`src/rtl/sm_bcd_display.sv`:
```
// sm_bcd_display: sign-magnitude to 3-digit BCD converter with active-low 7-segment drive.
// Ports: clk/rst_n clock and async active-low reset; start/mag/sign conversion request
// and operand; busy/done status; neg/bcd_h/bcd_t/bcd_o registered result;
// seg_s/seg_h/seg_t/seg_o active-low {g,f,e,d,c,b,a} patterns with leading-zero blanking.
module sm_bcd_display #(
   parameter int ITER = 8
) (
   input  logic       clk,
   input  logic       rst_n,
   input  logic       start,
   input  logic [7:0] mag,
   input  logic       sign,
   output logic       busy,
   output logic       done,
   output logic       neg,
   output logic [3:0] bcd_h,
   output logic [3:0] bcd_t,
   output logic [3:0] bcd_o,
   output logic [6:0] seg_s,
   output logic [6:0] seg_h,
   output logic [6:0] seg_t,
   output logic [6:0] seg_o
);
   localparam logic [6:0] BLANK = 7'b1111111;
   localparam logic [2:0] LAST  = 3'(ITER - 1);

   typedef enum logic [1:0] {IDLE, SHIFT, DONE} state_t;

   state_t      state_q, state_d;
   logic [19:0] work_q, work_d, adj;
   logic [2:0]  cnt_q, cnt_d;
   logic        sign_q, sign_d, nz_q, nz_d, neg_q, neg_d;
   logic [3:0]  bh_q, bh_d, bt_q, bt_d, bo_q, bo_d;

   function automatic logic [3:0] add3(input logic [3:0] n);
      return (n >= 4'd5) ? n + 4'd3 : n;
   endfunction

   function automatic logic [6:0] seg7(input logic [3:0] d);
      case (d)
         4'd0:    seg7 = 7'b1000000;
         4'd1:    seg7 = 7'b1111001;
         4'd2:    seg7 = 7'b0100100;
         4'd3:    seg7 = 7'b0110000;
         4'd4:    seg7 = 7'b0011001;
         4'd5:    seg7 = 7'b0010010;
         4'd6:    seg7 = 7'b0000010;
         4'd7:    seg7 = 7'b1111000;
         4'd8:    seg7 = 7'b0000000;
         4'd9:    seg7 = 7'b0010000;
         default: seg7 = BLANK;
      endcase
   endfunction

   // BCD nibbles sit above the binary byte; correct them before each shift
   assign adj = {add3(work_q[19:16]), add3(work_q[15:12]), add3(work_q[11:8]), work_q[7:0]};

   always_comb begin
      state_d = state_q;
      work_d  = work_q;
      cnt_d   = cnt_q;
      sign_d  = sign_q;
      nz_d    = nz_q;
      neg_d   = neg_q;
      bh_d    = bh_q;
      bt_d    = bt_q;
      bo_d    = bo_q;
      if (state_q == IDLE && start) begin
         work_d  = {12'b0, mag};
         sign_d  = sign;
         nz_d    = |mag;
         cnt_d   = 3'd0;
         state_d = SHIFT;
      end else if (state_q == SHIFT) begin
         work_d = {adj[18:0], 1'b0};
         cnt_d  = cnt_q + 3'd1;
         if (cnt_q == LAST) begin
            bh_d    = work_d[19:16];
            bt_d    = work_d[15:12];
            bo_d    = work_d[11:8];
            neg_d   = sign_q & nz_q;
            state_d = DONE;
         end
      end else if (state_q == DONE) begin
         state_d = IDLE;
      end
   end

   always_ff @(posedge clk or negedge rst_n) begin
      if (!rst_n) begin
         state_q <= IDLE;
         work_q  <= '0;
         cnt_q   <= '0;
         sign_q  <= 1'b0;
         nz_q    <= 1'b0;
         neg_q   <= 1'b0;
         bh_q    <= '0;
         bt_q    <= '0;
         bo_q    <= '0;
      end else begin
         state_q <= state_d;
         work_q  <= work_d;
         cnt_q   <= cnt_d;
         sign_q  <= sign_d;
         nz_q    <= nz_d;
         neg_q   <= neg_d;
         bh_q    <= bh_d;
         bt_q    <= bt_d;
         bo_q    <= bo_d;
      end
   end

   assign busy  = state_q != IDLE;
   assign done  = state_q == DONE;
   assign neg   = neg_q;
   assign bcd_h = bh_q;
   assign bcd_t = bt_q;
   assign bcd_o = bo_q;
   assign seg_s = neg_q ? 7'b0111111 : BLANK;
   assign seg_h = (bh_q == 4'd0) ? BLANK : seg7(bh_q);
   assign seg_t = (bh_q == 4'd0 && bt_q == 4'd0) ? BLANK : seg7(bt_q);
   assign seg_o = seg7(bo_q);
endmodule
```
`config.mk`:
```
export PLATFORM = sky130hd
export DESIGN_NAME = sm_bcd_display
export DESIGN_NICKNAME = d
export VERILOG_FILES = /design/src/rtl/sm_bcd_display.sv
export SDC_FILE = /design/constraint.sdc
export NUM_CORES = 1
export LEC_CHECK = 0
export CELL_PAD_IN_SITES_DETAIL_PLACEMENT = 2
export CELL_PAD_IN_SITES_GLOBAL_PLACEMENT = 2
export CORE_MARGIN = 5
export CORE_UTILIZATION = 31
export CTS_BUF_LIST = sky130_fd_sc_hd__clkbuf_2 sky130_fd_sc_hd__clkbuf_4 sky130_fd_sc_hd__clkbuf_8
export CTS_CLUSTER_SIZE = 8
export DETAILED_ROUTE_END_ITERATION = 6
export PLACE_DENSITY_LB_ADDON = 0.12
export SYNTH_ARGS = -nofsm -noshare
export SYNTH_HDL_FRONTEND = slang
export SYNTH_SLANG_ARGS = --single-unit
```
`constraint.sdc`:
```
create_clock -name clk -period 1.8 [get_ports clk]
set_clock_uncertainty 0.1 [all_clocks]
set_input_delay 0.36 -clock clk [delete_from_list [all_inputs] [get_ports clk]]
set_output_delay 0.36 -clock clk [all_outputs]
set_load 0.02 [all_outputs]
```
# == Yosys cells after proc, flatten, opt, wreduce, memory -nomap -nowiden ==
# Memory sizes are Yosys's and may differ from the RTL's.
# Cells that the tools add are included.
# W data, S select, Z words.
# totals
regBits,40
rom_bits,336
in_bits,12
out_inout_bits,43
elab_cells,50
n_memories,3
# classes
n_addsub,4
magnitude_cmp,3
eq_ne,4
muxes,14
bitwise,2
reduce_logical,11
# mem_list
name,depth,word_bits,rd,rd_clocked_by_memory_dff,write_ports,line,source
(name not given),16,7,1,0,0,40,case (d)
(name not given),16,7,1,0,0,40,
(name not given),16,7,1,0,0,40,
# ops
op,count
$mux W20,2
$mux W7,3
$ge A4 B3 Y1 const B,3
$mux W3,3
$add A4 B2 Y4 const B,2
$logic_not A4 Y1,2
$mux W2,4
$mux W4,2
$reduce_or A8 Y1,1
$reduce_bool A2 Y1,2
$add A3 B1 Y3 const B,1
$add A3 B2 Y3 const B,1
$eq A3 B3 Y1 const B,1
$ne A3 B2 Y1 const B,1
$reduce_and A3 Y1,1
$reduce_bool A3 Y1,1
$eq A2 B1 Y1 const B,1
$eq A2 B2 Y1 const B,1
$logic_and A1 B1 Y1,2
$logic_not A2 Y1,1
$reduce_and A2 Y1,1
$and A1 B1 Y1,1
$not A1 Y1,1

# == Depth between registers and ports, before layout ==
# Gate-level depths: netlist of the first run.
# logic_depth
ltp_word,4
mapped_depth,6
ltp_nobuf,6

# == Least setup slack after synthesis of the first run ==
# OpenSTA, ideal clock, no wires.
# synth_path
kind,reg-to-output
from,reg bt_q[1] (netlist: bcd_t[1])
to,out seg_t[3]
arrival_time_ns,1.508
t_required_ns,1.340
path_slack_ns,-0.168
stages_incl_launch_ff,6
n_path_buf,0
cell_sequence,dfrtp_1 > inv_1 > ha_1 > inv_1 > nor2_1 > o21ai_0
# synth_between
elab_chain_cells,3
word_cells_on_any_way,4
cone_classes,mux: 1; reduce/logical: 2; memory: 1
# synth_rtl
element,line,source
start: declaration,33,"logic [3:0] bh_q, bh_d, bt_q, bt_d, bo_q, bo_d;"
start signal: assignment,108,bt_q <= bt_d;
branches (longest 2 deep; another with $mem_v2 Z16 W7),n/a,
$mux W7 *,121,assign seg_t = (bh_q == 4'd0 && bt_q == 4'd0) ? BLANK : seg7(bt_q);
end: declaration,21,"output logic [6:0] seg_t,"
# Mark *: on every way between the ends.

# == Worst setup path after layout of the first run ==
# layout_path
from,reg bh_q[0] (netlist: bcd_h[0])
to,out seg_h[3]
# layout_between
elab_chain_cells,2
word_cells_on_any_way,3
cone_classes,mux: 1; reduce/logical: 1; memory: 1
# layout_rtl
element,line,source
start: declaration,33,
start signal: assignment,107,bh_q <= bh_d;
$mem_v2 Z16 W7 / $logic_not A4 Y1 (equally long branches),n/a,
$mux W7 *,120,assign seg_h = (bh_q == 4'd0) ? BLANK : seg7(bh_q);
end: declaration,20,"output logic [6:0] seg_h,"
# Mark *: on every way between the ends. The rest lies on a longest branch, timed or not.

==> metrics.md, run 1 <==
| Metric | Value |
|---|---|
| Status | `finished, violations left` |
| Failing checks | `negative setup slack` |
| Placement Cell Area | `0.00335 mm^2` |
| CTS max path bufs | `2` |
| Buf+Inv Stages, Crit Path | `2` |
| Largest net degree at the start of global routing | `23` |
| Clock period minus worst slack | `2.11 ns` |
| Residual DRC | `0` |
| Syn_area_per_cell | `8.59 um^2` |
| Area leader, netlist | `dfrtp_1` |
| DP Worst Slack | `-0.486 ns` |
| Period utilization | `1.17` |
| Detailed Route WL | `8550 um` |
| Dpl hpwl | `5630 um` |
| Synth Instances | `297` |
| Crit. path cell count | `6` |
| Hold Path Cell Cnt | `2` |
| First-pass GRT wire length | `13600 um` |
| First-pass iteration count of the detailed router | `4` |
| I/O Pins | `55` |
| Post-synth EDFFs | `0` |
| Die H | `101 um` |
| Setup ws final | `-0.311 ns` |
| YS warnings | `0` |
| Lkg Pwr | `1.71 nW` |
| Fin area | `0.00381 mm^2` |
| CP peak stage delay | `0.43 ns` |
| Ant. Diodes | `0` |
| # fillers | `894` |
| Initial antenna violation count | `0` |
| Post-synth top flop | `dfrtp_1` |
| CP required | `1.34 ns` |
| Crit start category | `register` |
| Max Fclk | `0.474 GHz` |
| ANT nets after route | `0` |
| Slowest cell on crit path | `dfrtp_2` |
| Top cell type's share of synthesized area | `0.392` |
| Reg2reg path depth | `6` |
| Grt ovf | `0` |
| Die area | `0.0101 mm^2` |
| Max VDD drop | `0.902 mV` |
| Total number of vias | `2457` |
| Most used cell, CP | `a21oi_1` |
| Pins Over Slew Limit | `0` |
| Async SR Flop Fraction | `1.00` |
| Hold WS | `0.394 ns` |
| GRT Total Usage | `0.167` |
| Crit Path Category | `reg2out` |
| Pwr/cell area | `2200 mW/mm^2` |
| Vias per cell | `4.99` |
| Vias in the first global route | `2694` |
| Clock buffer count from CTS | `5` |
| Initial drt markers | `63` |
| Crit-path leading delay family | `flip-flops` |
| RePlAce Congestion | `0.775` |
| Core ar. | `0.00813 mm^2` |
| HP Class | `reg2reg` |
| Worst-path clk slew | `0.08 ns` |
| Layout cells sized above 1 | `0.401` |
| Total power draw | `8.39 mW` |
| Sequential share of the synthesized area | `0.392` |
| Post-Syn Area | `0.00255 mm^2` |
| Average wire per standard cell | `17.4 um` |
| Max FO, Critical Path | `4` |
| Data arrival time of the critical path | `1.65 ns` |
| Hold Violations, Final | `0` |
| Post-synth cell types | `33` |
| Core Util, Final | `0.469` |
| Rows | `33` |
| Die Wd | `101 um` |
| RSZ-0062 raised after global routing | `yes` |
| Clk Latency, worst-skew pair | `0.30 ns` |
| # nets final | `421` |
| CTS H-Tree Depth | `2` |
| CTS root buf | `clkbuf_8` |
| Max-cap violations | `0` |
| CP endpoint kind | `primary output` |
| CTS tree | `yes` |
| Clock sink count | `40` |
| Starting Density | `0.314` |
| Cell Chain, Critical Path | `inv_2 -> ha_4 -> or3_1 -> a21oi_1 -> a21oi_1 -> buf_4` |
| Port-buffer cells | `48` |
| Number of synthesized register bits | `40` |
| Layout area overhead | `49.4%` |
| Endpoints failing setup | `21` |
| Synth area leaders | `dfrtp_1 (39%), ha_1 (11%), o21ai_0 (8.8%)` |
==> through the flow <==
stage,cells,setup TNS [ns]
finish,492,-4.15
global placement,471,-6.55
global route,492,-5.97
floorplan,302,-0.00391
CTS,487,-3.40
detailed placement,471,-7.46
==> cells in the final DEF, fill, tap and decap left out, types with 4 or more instances in the layout <==
cell type,count
nand2_2,4
buf_6,17
nor2_1,17
buf_4,49
dfrtp_1,32
o21ai_2,9
conb_1,6
ha_2,5
inv_1,8
o21ai_0,29
nand2_1,41
clkbuf_8,5
a21oi_1,10
mux2_2,5
nor2_2,5
a21oi_2,10
inv_2,5
a22o_1,6
dfrtp_2,8
ha_1,10
ha_4,8
o21ai_1,7
a22oi_1,8
dlygate4sd2_1,12
nand2b_1,8
nor2b_1,5
clkdlybuf4s50_1,11
==> flip-flops by register name (all words and copies together), names as in the netlist <==
| name | cells |
|---|---|
| work_q | 20 |
| bcd_h | 4 |
| bcd_o | 4 |
| nz_q | 1 |
| bcd_t | 4 |
| sign_q | 1 |
| neg | 1 |
| state_q | 2 |
| cnt_q | 3 |
==> timing repair <==
| item | 4_1_cts | 5_1_grt |
|---|---|---|
| endpoints found under the setup margin | 37 | 33 |
| resized for setup | 193 | 34 |
| gates cloned | 0 | 0 |
| hold endpoints to repair | 18 | 0 |
| setup buffers | 7 | 5 |
| pin swaps | 28 | 17 |
| hold buffers | 1 | 0 |
==> Yosys cell counts, types with 2 or more instances <==
cell and n:
nand2_1 46, o21ai_0 45, dfrtp_1 40, ha_1 23
nor2_1 22, a21oi_1 21, inv_1 16, nand2b_1 9
a22oi_1 8, buf_4 8, a22o_1 6, buf_2 6
nor2b_1 6, mux2_2 5, clkbuf_1 4, nor3b_1 4
o21a_1 3, o22ai_1 3, or2_2 3, xnor2_1 3
a31oi_1 2, buf_6 2, nor4_1 2
==> final timing paths <==
check / start / end / slack [ns]
max in group asynchronous: rst_n / bcd_h[1] / 0.67
min in group asynchronous: rst_n / work_q[10] / 0.44
min reg2reg: work_q[5] / work_q[5] / 0.39
max: bcd_h[0] / seg_h[3] / -0.31
min: work_q[5] / work_q[5] / 0.39
max reg2reg: work_q[12] / bcd_t[2] / 0.07
==> layout make-up <==
type	instances	area, um^2	share of cell area
multi-input combinational	226	1650	0.433
sequential	40	1010	0.265
timing repair buffer	97	862	0.226
tap	105	131	0.0344
clock buffer	7	83.8	0.0220
inverter	16	67.6	0.0177
clock inverter	1	5.00	0.00131
==> tightest hold or removal path, cell delays in order, from the launching register on <==
cell     delay (ns)
dfrtp_1        0.35
nand2_1        0.05
o21ai_0        0.06
==> per-layer routing <==
layer | vias to the layer above | wire length, um | global-route usage
met5 | - | 0 | 0
met3 | 8 | 261 | 0.0270
met2 | 42 | 4470 | 0.296
met4 | 0 | 119 | 0.0477
li1 | 1173 | - | -
met1 | 1234 | 3700 | 0.209
==> cell families after synthesis <==
kind of cell | after synthesis | share of synthesized area
flip-flops | 40 | 0.392
other | 1 | 0.00147
XOR/XNOR | 3 | 0.0103
multiplexers | 6 | 0.0265
AO/OA/AOI/OAI | 91 | 0.206
adder cells (fa/ha/maj) | 23 | 0.113
buffers and inverters | 36 | 0.0735
AND/OR/NAND/NOR | 97 | 0.177
==> power breakdown <==
group | internal, mW | total (mW) | switching [mW]
registers | 1.32 | 1.71 | 0.388
clock network | 0.303 | 0.627 | 0.324
logic | 2.74 | 6.05 | 3.32
total | 4.36 | 8.39 | 4.03
(Power assumes the default switching activity.)
==> inputs of run 2 (changes only) <==
CORE_ASPECT_RATIO = 1.4   (was unset)
==> run 2 against run 1 <==
  * The run still ends with negative setup slack left
  * Fmax up 0.56%
  * Sequential power up 4%
  * Sequential share of layout area down 0.99 points
  * Cell count up 1.0%
  * Register-to-register slack better by 0.03 ns
  * Sequential cell count unchanged
  * Combinational power up 4.0%
  * Routed wire length up 0.64%
  * Die area up 0.26%
  * Critical path type unchanged
==> metrics.md, run 2 (same netlist as run 1, synthesis figures left out) <==
| Metric | Value |
|---|---|
| CP required | `1.34 ns` |
| Lkg Pwr | `1.77 nW` |
| Max-cap violations | `0` |
| Die H | `117 um` |
| Ant. Diodes | `0` |
| Sw Pwr | `4.09 mW` |
| Clk Latency, worst-skew pair | `0.29 ns` |
| Reg power frac | `0.203` |
| Vias in the first global route | `2781` |
| Initial drt markers | `25` |
| Initial antenna violation count | `0` |
| Pwr/cell area | `2190 mW/mm^2` |
| Max FO, Critical Path | `4` |
| Residual DRC | `0` |
| CTS H-Tree Depth | `2` |
| Core ar. | `0.00810 mm^2` |
| CP peak stage delay | `0.44 ns` |
| Switch share | `0.470` |
| Hold Violations, Final | `0` |
| Clock buffer count from CTS | `5` |
| CTS root buf | `clkbuf_8` |
| Fin cells | `497` |
| Data arrival time of the critical path | `1.64 ns` |
| Pint | `4.61 mW` |
| Max VDD drop | `0.895 mV` |
| HP Class | `reg2reg` |
| ANT nets after route | `0` |
| Largest net degree at the start of global routing | `25` |
| Cell Chain, Critical Path | `ha_2 -> or3_4 -> a21oi_2 -> a21oi_1 -> buf_4` |
| Crit start category | `register` |
| Clock sink count | `40` |
| # nets final | `429` |
| Max Fclk | `0.476 GHz` |
| GRT Total Usage | `0.166` |
| Leading cell type in the layout, fill and taps excluded | `buf_4` |
| Largest Register | `work_q` |
| Core Util, Final | `0.490` |
| Layout area overhead | `55.4%` |
| Endpoints failing setup | `21` |
| Die area | `0.0102 mm^2` |
| Combinational power share | `0.722` |
| Setup ws final | `-0.299 ns` |
| RePlAce Congestion | `0.723` |
| Average wire per standard cell | `17.3 um` |
| Die Wd | `86.7 um` |
| Port-buffer cells | `48` |
| Clock period minus worst slack | `2.10 ns` |
| Vias per cell | `5.00` |
| Layout cells sized above 1 | `0.435` |
| Period utilization | `1.17` |
| Status | `finished, violations left` |
| Total power draw | `8.70 mW` |
| Rows | `39` |
| Dpl hpwl | `5820 um` |
| CP endpoint kind | `primary output` |
| Clock share of power | `0.074` |
| Max reg flops | `20` |
| Detailed Route WL | `8610 um` |
| Total number of vias | `2485` |
| Pins Over Slew Limit | `0` |
| Grt ovf | `0` |
| Placed Cells | `474` |
| Starting Density | `0.315` |
| Commonest non-fill, non-tap cells in the layout | `buf_4 (55), nand2_1 (37), o21ai_0 (32), dfrtp_1 (31), buf_6 (20)` |
| Worst-path clk slew | `0.07 ns` |
| RSZ-0062 raised after global routing | `yes` |
| Failing checks | `negative setup slack` |
| First-pass GRT wire length | `13800 um` |
| Slowest cell on crit path | `dfrtp_2` |
| CTS tree | `yes` |
| CTS max path bufs | `2` |
| Crit Path Category | `reg2out` |
| First-pass iteration count of the detailed router | `3` |
| I/O Pins | `55` |
==> run 2: cell type report <==
cell class | instances | area, um^2
Clock buffer | 8 | 97.6
Fill cell | 891 | 4130
Inverter | 16 | 70.1
Multi-Input combinational cell | 226 | 1720
Sequential cell | 40 | 1010
Tap cell | 102 | 128
Timing Repair Buffer | 105 | 941
==> run 2: path summary, 6_finish.rpt <==
kind / start / end / slack, ns / depth (start not counted)
min in group asynchronous: rst_n / work_q[10] / 0.44 / 2
worst max-delay path: bcd_h[0] / seg_h[3] / -0.30 / 5
worst min-delay path: work_q[3] / work_q[3] / 0.40 / 2
worst max register to register: work_q[16] / work_q[18] / 0.10 / 6
worst min register to register: work_q[3] / work_q[3] / 0.40 / 2
max in group asynchronous: rst_n / bcd_h[3] / 0.66 / 3
==> run 2: power groups by stage <==
stage | registers (mW) | clock network (mW) | logic, mW
2_1_floorplan | 1.78 | 0 | 2.81
6_report | 1.77 | 0.645 | 6.29
3_5_place_dp | 1.70 | 0 | 5.26
4_1_cts | 1.73 | 0.672 | 5.81
5_1_grt | 1.85 | 0.720 | 6.82
3_3_place_gp | 1.67 | 0 | 5.10
==> run 2: critical path, delay by kind of cell (launching register included) <==
family          cells  cell delay [ns]
simple gates        1             0.36
fa+ha+maj           1             0.20
compound gates      2             0.19
buf+inv             1             0.17
flops               1             0.44
==> run 2: metrics by stage <==
stage	setup TNS [ns]	area [um^2]	setup slack, ns	hold slack [ns]
3_5_place_dp	-7.68	3380	-0.475	0.226
4_1_cts	-3.17	3780	-0.277	0.408
3_3_place_gp	-6.65	3380	-0.405	0.224
5_1_grt	-5.56	3970	-0.370	0.431
6_report	-3.86	3970	-0.299	0.397
2_1_floorplan	-0.00391	2580	-0.00391	-0.0356
==> run 2: what timing repair did <==
action | 4_1_cts | 5_1_grt
endpoints found under the setup margin | 38 | 30
hold buffers | 1 | 0
endpoints found under the hold margin | 16 | 0
resized for setup | 205 | 42
pin swaps | 35 | 17
buffers inserted | 11 | 4
==> run 2: metal layers <==
layer / wire length, um / share of wire / GRT usage
met1: 3390 / 0.39 / 0.188
met2: 4890 / 0.57 / 0.316
met3: 185 / 0.021 / 0.0175
met4: 137 / 0.016 / 0.0507
met5: 0 / 0 / 0
